`src/rtl/mmu_pkg.sv`:
```
// Shared definitions for the matrix-multiplication column feeder.
package mmu_pkg;

    localparam int DEPTH_W       = 32;
    localparam int COMPUTE_EXTRA = 5;
    localparam int COLLECT_EXTRA = 2;

    typedef enum logic [6:0] {
        ST_IDLE    = 7'b000_0001,
        ST_LOAD_C  = 7'b000_0010,
        ST_LOAD_A  = 7'b000_0100,
        ST_LOAD_B  = 7'b000_1000,
        ST_COMPUTE = 7'b001_0000,
        ST_COLLECT = 7'b010_0000,
        ST_DRAIN   = 7'b100_0000
    } feeder_state_e;

endpackage

```
`src/rtl/pe_column_feeder_if.sv`:
```
// Ready/valid word stream used for the operand input and the result output.
interface pe_column_feeder_if #(
    parameter int DATA_WIDTH = 16
);
    logic                  valid;
    logic                  ready;
    logic [DATA_WIDTH-1:0] data;

    modport master (output valid, output data, input ready);
    modport slave  (input valid, input data, output ready);
endinterface

```
`src/rtl/pe_column_feeder_result_fifo.sv`:
```
// Synchronous FIFO with a first-word-through head; head reads 0 while empty.
module result_fifo #(
    parameter int DATA_WIDTH = 16,
    parameter int DEPTH      = 16,
    localparam int CW        = $clog2(DEPTH + 1)
) (
    input  logic                  clk,
    input  logic                  rst,
    input  logic                  push,
    input  logic [DATA_WIDTH-1:0] push_data,
    input  logic                  pop,
    output logic [DATA_WIDTH-1:0] head,
    output logic                  full,
    output logic                  empty,
    output logic [CW-1:0]         count
);
    localparam int AW = (DEPTH > 1) ? $clog2(DEPTH) : 1;

    logic [DATA_WIDTH-1:0] mem_q [DEPTH];
    logic [DATA_WIDTH-1:0] mem_d [DEPTH];
    logic [AW-1:0]         wr_ptr_q, wr_ptr_d;
    logic [AW-1:0]         rd_ptr_q, rd_ptr_d;
    logic [CW-1:0]         count_q, count_d;
    logic                  push_ok;
    logic                  pop_ok;

    function automatic logic [AW-1:0] next_ptr(input logic [AW-1:0] ptr);
        return (ptr == AW'(DEPTH - 1)) ? '0 : ptr + AW'(1);
    endfunction

    always_comb begin
        full     = (count_q == CW'(DEPTH));
        empty    = (count_q == '0);
        count    = count_q;
        head     = empty ? '0 : mem_q[rd_ptr_q];
        push_ok  = push && !full;
        pop_ok   = pop && !empty;
        mem_d    = mem_q;
        wr_ptr_d = wr_ptr_q;
        rd_ptr_d = rd_ptr_q;
        count_d  = count_q;
        if (push_ok) begin
            mem_d[wr_ptr_q] = push_data;
            wr_ptr_d        = next_ptr(wr_ptr_q);
        end
        if (pop_ok) begin
            rd_ptr_d = next_ptr(rd_ptr_q);
        end
        if (push_ok && !pop_ok) begin
            count_d = count_q + CW'(1);
        end else if (!push_ok && pop_ok) begin
            count_d = count_q - CW'(1);
        end
    end

    always_ff @(posedge clk) begin
        if (rst) begin
            wr_ptr_q <= '0;
            rd_ptr_q <= '0;
            count_q  <= '0;
        end else begin
            wr_ptr_q <= wr_ptr_d;
            rd_ptr_q <= rd_ptr_d;
            count_q  <= count_d;
        end
    end

    always_ff @(posedge clk) begin
        mem_q <= mem_d;
    end

endmodule

```
`src/rtl/pe_column_feeder.sv`:
```
// Column-edge sequencer: streams C, A, B operands into one PE column, waits out
// the compute window, then collects the column's results into an output stream.
module pe_column_feeder
    import mmu_pkg::*;
#(
    parameter int DATA_WIDTH     = 16,
    parameter int ARRAY_SIZE     = 16,
    parameter int PIPELINE_DEPTH = 1,
    parameter int DSP_DEPTH      = 3,
    parameter int MAX_DEPTH      = 8000
) (
    input  logic                  clk,
    input  logic                  rst,
    input  logic                  start,
    input  logic [DEPTH_W-1:0]    matrix_depth,
    output logic                  busy,
    output logic                  done,
    output logic                  err_short,
    pe_column_feeder_if.slave     in_s,
    pe_column_feeder_if.master    out_m,
    output logic                  ap_start,
    output logic                  ap_ctrl,
    output logic [DEPTH_W-1:0]    ap_matrix_depth,
    output logic [DATA_WIDTH-1:0] col_data,
    input  logic                  pe_col_bc,
    input  logic [DATA_WIDTH-1:0] pe_col_data
);
    localparam int CW = $clog2(ARRAY_SIZE + 1);
    localparam logic [DEPTH_W-1:0] C_LAST        = DEPTH_W'(ARRAY_SIZE - 1);
    localparam logic [DEPTH_W-1:0] COLLECT_LAST  = DEPTH_W'(ARRAY_SIZE + COLLECT_EXTRA - 1);
    localparam logic [DEPTH_W-1:0] COMPUTE_FIXED = DEPTH_W'(PIPELINE_DEPTH + DSP_DEPTH + COMPUTE_EXTRA);

    feeder_state_e         state_q, state_d;
    logic [DEPTH_W-1:0]    cnt_q, cnt_d;
    logic [DEPTH_W-1:0]    depth_q, depth_d;
    logic [CW-1:0]         captured_q, captured_d;
    logic [DATA_WIDTH-1:0] col_data_q, col_data_d;
    logic                  ap_ctrl_q, ap_ctrl_d;
    logic                  ap_start_q, ap_start_d;
    logic                  in_ready_q, in_ready_d;
    logic                  busy_q, busy_d;
    logic                  done_q, done_d;
    logic                  err_short_q, err_short_d;
    logic                  hs;
    logic                  fifo_push;
    logic                  fifo_pop;
    logic                  fifo_full;
    logic                  fifo_empty;
    logic [CW-1:0]         fifo_count;
    logic [DATA_WIDTH-1:0] fifo_head;

    always_comb begin
        state_d     = state_q;
        cnt_d       = cnt_q;
        depth_d     = depth_q;
        captured_d  = captured_q;
        busy_d      = busy_q;
        done_d      = 1'b0;
        err_short_d = 1'b0;
        fifo_push   = 1'b0;
        hs          = in_ready_q && in_s.valid;
        ap_ctrl_d   = hs;
        col_data_d  = hs ? in_s.data : col_data_q;

        case (state_q)
            ST_IDLE: begin
                if (start && matrix_depth != '0 && matrix_depth <= DEPTH_W'(MAX_DEPTH)) begin
                    depth_d    = matrix_depth;
                    busy_d     = 1'b1;
                    cnt_d      = '0;
                    captured_d = '0;
                    state_d    = ST_LOAD_C;
                end
            end
            ST_LOAD_C, ST_LOAD_A, ST_LOAD_B: begin
                if (hs) begin
                    if (cnt_q == ((state_q == ST_LOAD_C) ? C_LAST : depth_q - DEPTH_W'(1))) begin
                        cnt_d   = '0;
                        state_d = (state_q == ST_LOAD_C) ? ST_LOAD_A :
                                  (state_q == ST_LOAD_A) ? ST_LOAD_B : ST_COMPUTE;
                    end else begin
                        cnt_d = cnt_q + DEPTH_W'(1);
                    end
                end
            end
            ST_COMPUTE: begin
                // Strobes seen here are B broadcasts, not results.
                if (cnt_q == depth_q + COMPUTE_FIXED - DEPTH_W'(1)) begin
                    cnt_d   = '0;
                    state_d = ST_COLLECT;
                end else begin
                    cnt_d = cnt_q + DEPTH_W'(1);
                end
            end
            ST_COLLECT: begin
                if (pe_col_bc && captured_q != CW'(ARRAY_SIZE) && !fifo_full) begin
                    fifo_push  = 1'b1;
                    captured_d = captured_q + CW'(1);
                end
                if (cnt_q == COLLECT_LAST) begin
                    cnt_d   = '0;
                    state_d = ST_DRAIN;
                end else begin
                    cnt_d = cnt_q + DEPTH_W'(1);
                end
            end
            ST_DRAIN: begin
                if (fifo_count == '0) begin
                    done_d      = 1'b1;
                    err_short_d = (captured_q != CW'(ARRAY_SIZE));
                    busy_d      = 1'b0;
                    state_d     = ST_IDLE;
                end
            end
            default: state_d = ST_IDLE;
        endcase

        in_ready_d = (state_d == ST_LOAD_C) || (state_d == ST_LOAD_A) || (state_d == ST_LOAD_B);
        // Stay high one extra cycle so the last C word's ap_ctrl is covered.
        ap_start_d = (state_d == ST_LOAD_C) || (state_q == ST_LOAD_C && state_d == ST_LOAD_A);
    end

    always_ff @(posedge clk) begin
        if (rst) begin
            state_q     <= ST_IDLE;
            cnt_q       <= '0;
            depth_q     <= '0;
            captured_q  <= '0;
            col_data_q  <= '0;
            ap_ctrl_q   <= 1'b0;
            ap_start_q  <= 1'b0;
            in_ready_q  <= 1'b0;
            busy_q      <= 1'b0;
            done_q      <= 1'b0;
            err_short_q <= 1'b0;
        end else begin
            state_q     <= state_d;
            cnt_q       <= cnt_d;
            depth_q     <= depth_d;
            captured_q  <= captured_d;
            col_data_q  <= col_data_d;
            ap_ctrl_q   <= ap_ctrl_d;
            ap_start_q  <= ap_start_d;
            in_ready_q  <= in_ready_d;
            busy_q      <= busy_d;
            done_q      <= done_d;
            err_short_q <= err_short_d;
        end
    end

    assign fifo_pop = out_m.ready && !fifo_empty;

    result_fifo #(
        .DATA_WIDTH (DATA_WIDTH),
        .DEPTH      (ARRAY_SIZE)
    ) u_result_fifo (
        .clk       (clk),
        .rst       (rst),
        .push      (fifo_push),
        .push_data (pe_col_data),
        .pop       (fifo_pop),
        .head      (fifo_head),
        .full      (fifo_full),
        .empty     (fifo_empty),
        .count     (fifo_count)
    );

    assign in_s.ready      = in_ready_q;
    assign out_m.valid     = !fifo_empty;
    assign out_m.data      = fifo_head;
    assign busy            = busy_q;
    assign done            = done_q;
    assign err_short       = err_short_q;
    assign ap_start        = ap_start_q;
    assign ap_ctrl         = ap_ctrl_q;
    assign ap_matrix_depth = depth_q;
    assign col_data        = col_data_q;

endmodule

```
`src/flat_wrapper.sv`:
```
// flat-port wrapper written by rule: the top's interface ports become plain ports
module pe_column_feeder_flat import mmu_pkg::*;
#(
    parameter int DATA_WIDTH     = 16,
    parameter int ARRAY_SIZE     = 16,
    parameter int PIPELINE_DEPTH = 1,
    parameter int DSP_DEPTH      = 3,
    parameter int MAX_DEPTH      = 8000
)
  (clk, rst, start, matrix_depth, busy, done, err_short, ap_start, ap_ctrl, ap_matrix_depth, col_data, pe_col_bc, pe_col_data, in_s_valid, in_s_data, in_s_ready, out_m_valid, out_m_data, out_m_ready);
  pe_column_feeder_if #(.DATA_WIDTH(DATA_WIDTH)) in_s_i ();
  pe_column_feeder_if #(.DATA_WIDTH(DATA_WIDTH)) out_m_i ();
  input  logic clk;
  input  logic rst;
  input  logic start;
  input  logic [DEPTH_W-1:0] matrix_depth;
  output logic busy;
  output logic done;
  output logic err_short;
  output logic ap_start;
  output logic ap_ctrl;
  output logic [DEPTH_W-1:0] ap_matrix_depth;
  output logic [DATA_WIDTH-1:0] col_data;
  input  logic pe_col_bc;
  input  logic [DATA_WIDTH-1:0] pe_col_data;
  input wire logic [$bits(in_s_i.valid)-1:0] in_s_valid;
  input wire logic [$bits(in_s_i.data)-1:0] in_s_data;
  output wire logic [$bits(in_s_i.ready)-1:0] in_s_ready;
  output wire logic [$bits(out_m_i.valid)-1:0] out_m_valid;
  output wire logic [$bits(out_m_i.data)-1:0] out_m_data;
  input wire logic [$bits(out_m_i.ready)-1:0] out_m_ready;
  assign in_s_i.valid = in_s_valid;
  assign in_s_i.data = in_s_data;
  assign in_s_ready = in_s_i.ready;
  assign out_m_valid = out_m_i.valid;
  assign out_m_data = out_m_i.data;
  assign out_m_i.ready = out_m_ready;
  pe_column_feeder #(.DATA_WIDTH(DATA_WIDTH), .ARRAY_SIZE(ARRAY_SIZE), .PIPELINE_DEPTH(PIPELINE_DEPTH), .DSP_DEPTH(DSP_DEPTH), .MAX_DEPTH(MAX_DEPTH)) u_core (.clk(clk), .rst(rst), .start(start), .matrix_depth(matrix_depth), .busy(busy), .done(done), .err_short(err_short), .in_s(in_s_i), .out_m(out_m_i), .ap_start(ap_start), .ap_ctrl(ap_ctrl), .ap_matrix_depth(ap_matrix_depth), .col_data(col_data), .pe_col_bc(pe_col_bc), .pe_col_data(pe_col_data));
endmodule
```
`config.mk`:
```
export PLATFORM = sky130hd
export DESIGN_NAME = pe_column_feeder_flat
export DESIGN_NICKNAME = d
export VERILOG_FILES = /design/src/rtl/mmu_pkg.sv /design/src/rtl/pe_column_feeder_if.sv /design/src/rtl/pe_column_feeder_result_fifo.sv /design/src/rtl/pe_column_feeder.sv /design/src/flat_wrapper.sv
export SDC_FILE = /design/constraint.sdc
export NUM_CORES = 1
export LEC_CHECK = 0
export ABC_CLOCK_PERIOD_IN_PS = 5700
export CAP_MARGIN = 20
export CORE_MARGIN = 10
export CORE_UTILIZATION = 30
export DETAILED_ROUTE_END_ITERATION = 8
export GPL_TIMING_DRIVEN = 1
export PLACE_DENSITY = 0.59
export SYNTH_ARGS = -nofsm -noshare
export SYNTH_HDL_FRONTEND = slang
export SYNTH_SLANG_ARGS = --single-unit
```
`constraint.sdc`:
```
create_clock -name clk -period 5.7 [get_ports clk]
set_clock_uncertainty 0.1 [all_clocks]
set_input_delay 1.71 -clock clk [delete_from_list [all_inputs] [get_ports clk]]
set_output_delay 1.71 -clock clk [all_outputs]
set_load 0.03 [all_outputs]
```
Word-level counts from Yosys, hierarchy flattened:

Index checks and enable logic that the tools add are counted.

* flip-flop bits (word level): 367
* input port bits: 70
* output and inout port bits: 71
* logic and storage cells: 136

* $add $sub $neg: 9
* order comparisons: 4
* equality and inequality tests: 21
* multiplexer cells: 36
* bitwise operators: 4
* reduce and logical (&&, ||, !) cells: 32

Operator list (count)
* $bwmux W256: 1
* $mux W32: 6
* $pmux W32 S4: 1
* $bmux W16 S4: 1
* $demux W16 S4: 1
* $eq A32 B32 Y1: 2
* $mux W16: 4
* $sub A32 B1 Y32 const B: 2
* $mux W7: 7
* $pmux W7 S5: 1
* $add A32 B1 Y32 const B: 1
* $add A32 B4 Y32 const B: 1
* $eq A32 B5 Y1 const B: 1
* $le A32 B13 Y1 const B: 1
* $reduce_bool A32 Y1: 1
* $mux W5: 5
* $eq A7 B2 Y1 const B: 2
* $eq A7 B3 Y1 const B: 2
* $eq A7 B4 Y1 const B: 2
* $logic_and A1 B1 Y1: 12
* $add A5 B1 Y5 const B: 2
* $ge A5 B5 Y1 const B: 2
* $not A4 Y5: 2
* $pmux W5 S2: 1
* other kinds (24): 45

Longest topological paths before layout:

Gate-level depths: netlist (run 1).

* depth after elaboration: 10
* mapped depth: 18
* gate-level depth less buffers: 14

By module:

A second synthesis (run 1) with hierarchy kept.

* cells, all modules: 1508
* area total of the unflattened synthesis: 18066.1 um2

By module, submodules not included
* result_fifo: instances 1, cells each 521, area an instance 10671.5 um2, seq. area each 7947.6 um2
* pe_column_feeder: instances 1, cells each 987, area an instance 7394.6 um2, seq. area each 1961.9 um2

Worst setup path after synthesis (run 1):

OpenSTA, ideal clock, no wires.

* kind: register to output
* from: register u_core.u_result_fifo.rd_ptr_q[0]
* to: output out_m_data[0]
* data arrival time: 2806 ps
* required time: 3890 ps
* slack: 1084 ps
* stages on the path, launching flop included: 7
* path buffers: 3
* cell sequence: dfxtp_1 > clkbuf_1 > clkbuf_1 > buf_1 > mux4_2 > mux4_2 > and2_1

* word-level cells in the longest chain between the ends: 5

RTL lines
* start, declared: line pe_column_feeder_result_fifo.sv:22 `logic [AW-1:0] rd_ptr_q, rd_ptr_d;`
* start signal, assigned: line pe_column_feeder_result_fifo.sv:63 `rd_ptr_q <= rd_ptr_d;`
* $not A4 Y5 (not written as such): line pe_column_feeder_result_fifo.sv:35 `head = empty ? '0 : mem_q[rd_ptr_q];`
* $bmux W16 S4: line pe_column_feeder_result_fifo.sv:35
* $mux W16 (not written as such) (2 in a row): line pe_column_feeder_result_fifo.sv:35
* $mux W16: line pe_column_feeder_result_fifo.sv:35
* end, declared: line flat_wrapper.sv:30 `output wire logic [$bits(out_m_i.data)-1:0] out_m_data;`

Every way passes these cells. The select of a mux whose other input is x is not followed.

Worst setup path after layout (run 1):

* from: register u_core.u_result_fifo.rd_ptr_q[0]
* to: output out_m_data[5]

The elaborated chain is that of the path after synthesis.

==> results of run 1 <==
-- flip-flops by register name, summed over array words and instances (netlist names), 4 cells and up --
register	flops
u_core.u_result_fifo.mem_q	256
u_core.ap_matrix_depth	32
u_core.cnt_q	32
u_core.col_data	16
u_core.state_q	7
u_core.captured_q	5
u_core.u_result_fifo.count	5
u_core.u_result_fifo.rd_ptr_q	4
u_core.u_result_fifo.wr_ptr_q	4
-- critical path, delay by kind of cell, from the launching register on --
kind	cells	cell delay [ns]
mux	2	1.08
flops	1	0.64
simple gates	1	0.19
buf+inv	2	0.89
-- final timing paths --
path | start | endpoint | slack (ns) | cells past startpoint
worst max-delay path | u_core.u_result_fifo.rd_ptr_q[0]$_SDFFE_PP0P_ | out_m_data[5] | 0.50 | 5
worst min-delay path | u_core.col_data[5]$_SDFFE_PP0P_ | u_core.col_data[5]$_SDFFE_PP0P_ | 0.36 | 2
worst max register to register | u_core.ap_matrix_depth[0]$_SDFFE_PP0P_ | u_core.cnt_q[12]$_SDFFE_PP0P_ | 0.87 | 13
worst min register to register | u_core.col_data[5]$_SDFFE_PP0P_ | u_core.col_data[5]$_SDFFE_PP0P_ | 0.36 | 2
-- area by class of cell --
cell class | instances | area [µm²]
Clock inverter | 26 | 254
Inverter | 24 | 90.1
Multi-Input combinational cell | 870 | 6890
Timing Repair Buffer | 174 | 1710
Fill cell | 5358 | 35800
Clock buffer | 49 | 1080
Tap cell | 756 | 946
Sequential cell | 367 | 9910
Antenna cell | 1 | 2.50
-- through the flow --
step | utilization (%) | hold WS (ns) | instance area (µm²) | total power [W] | instances
after detailed placement | 34.5 | 0.351 | 19600 | 0.00299 | 2191
after floorplan | - | 0.372 | 17300 | 0.00292 | 1363
after CTS | 36.8 | 0.360 | 20900 | 0.00562 | 2266
final | 36.8 | 0.358 | 20900 | 0.00555 | 2267
after global placement | 34.5 | 0.342 | 19600 | 0.00299 | 2191
after global routing | 36.8 | 0.372 | 20900 | 0.00572 | 2266
-- power by group --
part,internal [W],switching [W],total [W]
Combinational,0.0000442,0.0000471,0.0000912
Clock,0.00151,0.00110,0.00261
Sequential,0.00285,0.000000000498,0.00285
Total,0.00440,0.00115,0.00555
-- layout by cell type (no fill, tap or decap), types with 42 or more instances in the layout --
master           instances
nor2_1                  99
clkbuf_16               42
mux4_2                  80
dfxtp_1                109
xor2_1                  47
clkdlybuf4s50_1        139
nand2_1                 83
edfxtp_1               256
xnor2_1                 59
a21oi_1                 50
-- per-layer routing --
metal	global-route usage [%]	vias to the layer above
li1	-	5377
met1	16.7	5848
met2	22.5	384
met3	3.09	79
met4	4.28	6
met5	0	-
-- logic make-up after synthesis --
| kind of cell | Yosys count | synth area share (%) |
|---|---|---|
| and+or+nand+nor | 493 | 15.7 |
| DFF | 367 | 57.3 |
| muxes | 102 | 11.7 |
| adders and majority gates | 17 | 1.27 |
| AOI/OAI and AO/OA | 152 | 5.57 |
| xor gates and xnor gates | 106 | 5.37 |
| buffers and inverters | 126 | 3.09 |
==> results.md, run 1 <==
* Fmax at 192 MHz
* Mapped Area at 17300 µm²
* Clk buf depth at 3
* Top FF cell, synth: edfxtp_1
* Final period util at 91.2%
* Synth top area cells: edfxtp_1 44%, dfxtp_1 13%, mux4_2 10%
* Max-Slew Margin vs Limit at 31.7%
* Top-count cell post-synth: edfxtp_1
* WL final at 46300 µm
* Worst vdd ir at 0.000204 V
* GR Overflow Total at 0
* Fin worst setup slack at 0.499 ns
* PortBufs at 140
* HPWL Detailed at 30700 µm
* Mapped Cells at 1363
* Synthesized net count at 1450
* Crit. End Element: output port
* Core area at 56700 µm²
* Synth-to-layout area growth at 20.9%
* Initial DRC Count at 866
* Resize count post-CTS at 0
* Min Tclk post-route at 5.20 ns
* Antenna violations before repair at 3
* Fin. max-slew vios at 0
* Effective utilization at floorplan at 30.5%
* Final Wtd Congestion at 0.862
* Min-delay worst type: register to register
* Crit Path Class: register to output port
* PwrDens at 265 nW/µm²
* Synth top area share at 44.5%
* Max Used Layer: met5
* Top cells by count, synth: 256 x edfxtp_1, 111 x dfxtp_1, 111 x nor2_1
* Outcome: completed
* Final ANT Viol Nets at 0
* Clock latency on the worst-skew pair at 0.55 ns
* RSZ-0062 raised after global routing: false
* Leakage Power at 6.87 nW
* CTS tree: yes
* Startpoint Class: register
* Detail Route met3 WL at 3260 µm
* Slowest cell on the critical path: dfxtp_4
* CP required at 3.89 ns
* Clock slew at reported path FFs at 0.06 ns
* First-pass DRT Iterations at 5
* Root buf cell: clkbuf_16
* CP Cell Sequence: buf_12 > mux4_2 > mux4_2 > and2_1 > clkdlybuf4s50_1
* Met2 Wirelength at 22500 µm
* DIE AREA at 67600 µm²
* TritonCTS buffer count at 41
* Most frequent CP cell: mux4_2
* Die width at 260 µm
* # rows at 87
* Vias in the first global route at 11700
* Pre-CTS setup slack at 0.656 ns
* Layout cells sized above 1 at 14.6%
* Post-synth EDFFs at 256
* Max Cap Viol at 0
* IO Count at 141
* Global-route usage over all layers at 13.4%
* DR vias at 11700
* Largest net degree at the start of global routing at 69
* Crit path max fanout at 24
* CTS HTree Levels at 2
* Yosys warnings at 0
* Slew at the pin closest to its max-slew limit at 1.02 ns
* Die height at 260 µm
* DRT met1 WL at 19400 µm
* Crit path DAT at 3.39 ns
* CTS sink cnt at 367
* Post-CTS Setup Inserts at 0
* Setup TNS at 0 ns
* CP peak stage delay at 0.64 ns
* Final setup vio count at 0
* Synth cell types at 75
* Register area share after synthesis at 57.3%
* Syn_area_per_cell at 12.7 µm²
* FFs w/ async S/R, synth at 0%
* Hold-fix buffer count after cts at 0
* Largest area contributor in the netlist: edfxtp_1
* Register bit total from synthesis at 367
* Vias per cell at 5.16
* DRC violation count after routing at 0
* WL/cell at 20.4 µm
* Final hold violations at 0
* First-pass GRT wire length at 70800 µm
* Fin nets at 1565
No activity file was read; power rests on OpenSTA's default activity.
==> run 2: changes to the inputs <==
CTS_BUF_LIST = sky130_fd_sc_hd__clkbuf_4   (was not set)
==> run 2 against run 1 <==
Non-clock buffer count rose by 1. Worst hold slack about the same. Setup slack worse by 0.12 ns. First-iteration DRC count grew 11%. Core utilization decreased by 0.093 points. Final cell count rose by 4.5%. Global-route usage grew 0.37 points. Clock power is 10% lower. Register-to-register slack is essentially flat. Combinational power grew 0.8%.
==> results.md, run 2 (same netlist as run 1, synthesis figures left out) <==
* Outcome: completed
* Min-delay worst type: register to register
* CTS sink cnt at 367 (unchanged)
* Vias per cell at 5.09 (-1.4%)
* First-pass GRT wire length at 72400 µm (+2.2%)
* Die width at 260 µm (unchanged)
* WL/cell at 20.0 µm (-2.3%)
* Crit path max fanout at 23 (-4.2%)
* Clock latency on the worst-skew pair at 0.81 ns (+0.26 ns)
* CTS HTree Levels at 3 (+1)
* CP top delay family: multiplexers
* Global-route usage over all layers at 13.7% (+0.37 points)
* Max-Slew Margin vs Limit at 30.0% (-1.7 points)
* P_sw at 0.00117 W (+2.1%)
* Fmax at 188 MHz (-2.3%)
* Multi-input logic area at 6890 µm² (unchanged)
* TritonCTS buffer count at 100 (+140%)
* Root buf cell: clkbuf_4
* Fin nets at 1625 (+3.8%)
* Layout cells sized above 1 at 19.3% (+4.7 points)
* CP required at 3.89 ns (about the same)
* Largest net degree at the start of global routing at 69 (unchanged)
* Hold Path Depth at 2 (unchanged)
* Slowest cell on the critical path: clkdlybuf4s50_1
* R2R cell count at 13 (unchanged)
* Slew at the pin closest to its max-slew limit at 1.05 ns (+0.0252 ns)
* Fin util at 36.7% (-0.093 points)
* Setup crit start: u_core.u_result_fifo.rd_ptr_q[0]$_SDFFE_PP0P_
* Crit path DAT at 3.51 ns (+0.12 ns)
* PortBufs at 140 (unchanged)
* Hold EP: u_core.col_data[5]$_SDFFE_PP0P_
* CTS tree: yes
* Clk buf depth at 3 (unchanged)
* Max Used Layer: met5
* Met2 Wirelength at 23000 µm (+2.0%)
* Switch share at 22.2% (+1.5 points)
* Setup TNS at 0 ns (unchanged)
* R2R Setup Slk at 0.86 ns (about the same)
* Final hold violations at 0 (unchanged)
* DRC violation count after routing at 0 (unchanged)
* Fillers at 5460 (+1.9%)
* PwrDens at 253 nW/µm² (-4.6%)
* Crit. End Element: output port
* Vias in the first global route at 12300 (+4.6%)
* Antenna violations before repair at 4 (+1)
* Worst Path Buf+Inv at 2 (unchanged)
* CP peak stage delay at 0.60 ns (-0.04 ns)
* Final ANT Viol Nets at 0 (unchanged)
* RSZ-0062 raised after global routing: false
* Detail Route met3 WL at 3410 µm (+4.6%)
* Final setup vio count at 0 (unchanged)
* Worst vdd ir at 0.000167 V (-18%)
* Reg2reg start: u_core.ap_matrix_depth[0]$_SDFFE_PP0P_
* GR Overflow Total at 0 (unchanged)
* Fin Hold WS at 0.358 ns (+0.000165 ns)
* Reg area at 9910 µm² (unchanged)
* Startpoint Class: register
* Final Wtd Congestion at 0.862 (unchanged)
* Synth-to-layout area growth at 20.5%
* Most frequent CP cell: mux4_2
* IO Count at 141 (unchanged)
* HPWL Detailed at 30700 µm (unchanged)
* Final period util at 93.4% (+2.1 points)
* Leading cell type in the layout, fill and taps excluded: edfxtp_1
* WL final at 47300 µm (+2.1%)
* Leakage Power at 6.98 nW (+1.6%)
* Core area at 56700 µm² (unchanged)
* Clk pwr share at 44.3% (-2.7 points)
* DRT met1 WL at 19700 µm (+1.9%)
* DIE AREA at 67600 µm² (unchanged)
* Max reg flops at 256 (unchanged)
* Comb power frac at 1.7% (about the same)
* Power Internal at 0.00410 W (-6.7%)
* Sequential share of power at 53.9% (+2.6 points)
* # rows at 87 (unchanged)
* Min Tclk post-route at 5.32 ns (+0.122 ns)
* Crit Path Class: register to output port
* Hold-fix buffer count after cts at 0 (unchanged)
* Max Cap Viol at 0 (unchanged)
* Initial DRC Count at 957 (+11%)
* Commonest cells after routing, fill and taps aside: 256 x edfxtp_1, 139 x clkdlybuf4s50_1, 137 x clkbuf_4
* Clock slew at reported path FFs at 0.06 ns (about the same)
* Worst reg2reg path endpoint: u_core.cnt_q[12]$_SDFFE_PP0P_
* Effective utilization at floorplan at 30.5% (unchanged)
* Die height at 260 µm (unchanged)
* Fin. max-slew vios at 0 (unchanged)
* DR vias at 12100 (+3.0%)
* First-pass DRT Iterations at 5 (unchanged)
* Most flop-heavy register: u_core.u_result_fifo.mem_q
* CP Cell Sequence: buf_12 > mux4_2 > mux4_2 > and2_1 > clkdlybuf4s50_1
* Hold path start: u_core.col_data[5]$_SDFFE_PP0P_
## run 2: final cells by class
cell class                 instances  area share (%)
clock buffer                     137            4.94
antenna                            3          0.0360
sequential                       367            47.6
tap                              756            4.54
multi-input combinational        870            33.1
inverter                          24           0.432
clock inverter                    37            1.10
timing repair buffer             175            8.30
## run 2: what timing repair did
action,4_1_cts,5_1_grt
setup endpoints to repair,0,1
buffers inserted,0,1
resized for setup,0,0
## run 2: per-stage QoR
step | worst slack (ns) | power, W | instances | instance area [µm²]
after floorplan | 1.08 | 0.00292 | 1363 | 17300
after global placement | 0.607 | 0.00299 | 2191 | 19600
after detailed placement | 0.656 | 0.00299 | 2191 | 19600
after CTS | 0.0986 | 0.00537 | 2365 | 20800
after global routing | 0.142 | 0.00552 | 2368 | 20800
final | 0.377 | 0.00528 | 2369 | 20800
## run 2: power by group through the flow
stage / logic [W] / registers, W / clock network, W
after floorplan: 0.0000150 / 0.00290 / 0
after global placement: 0.0000888 / 0.00290 / 0
after detailed placement: 0.0000916 / 0.00290 / 0
after CTS: 0.0000920 / 0.00284 / 0.00244
after global routing: 0.0000989 / 0.00284 / 0.00257
final: 0.0000919 / 0.00285 / 0.00234
## run 2: worst max-delay path by stage
stage                                          endpoint  cells after the start
after CTS                                 out_m_data[5]                      5
after floorplan                           out_m_data[0]                      6
after detailed placement  u_core.cnt_q[14]$_SDFFE_PP0P_                     12
after global placement    u_core.cnt_q[14]$_SDFFE_PP0P_                     12
after global routing                      out_m_data[5]                      5
final                                     out_m_data[5]                      5
## run 2: metal layers
metal / GRT usage (%) / up-vias
met1: 16.7 / 5987
li1: - / 5552
met3: 3.79 / 93
met2: 22.9 / 412
met5: 0 / -
met4: 5.31 / 6
## run 2: worst min-delay path, cell delays in order (launching register included)
cell,delay [ns]
dfxtp_1,0.31
nand2_1,0.05
a21oi_1,0.05
==> run 3: changes to the inputs <==
ABC_CLOCK_PERIOD_IN_PS = not set   (was 5700)
==> results of run 3 <==
No change in the layout: final DEF, timing and power equal those of run 2.
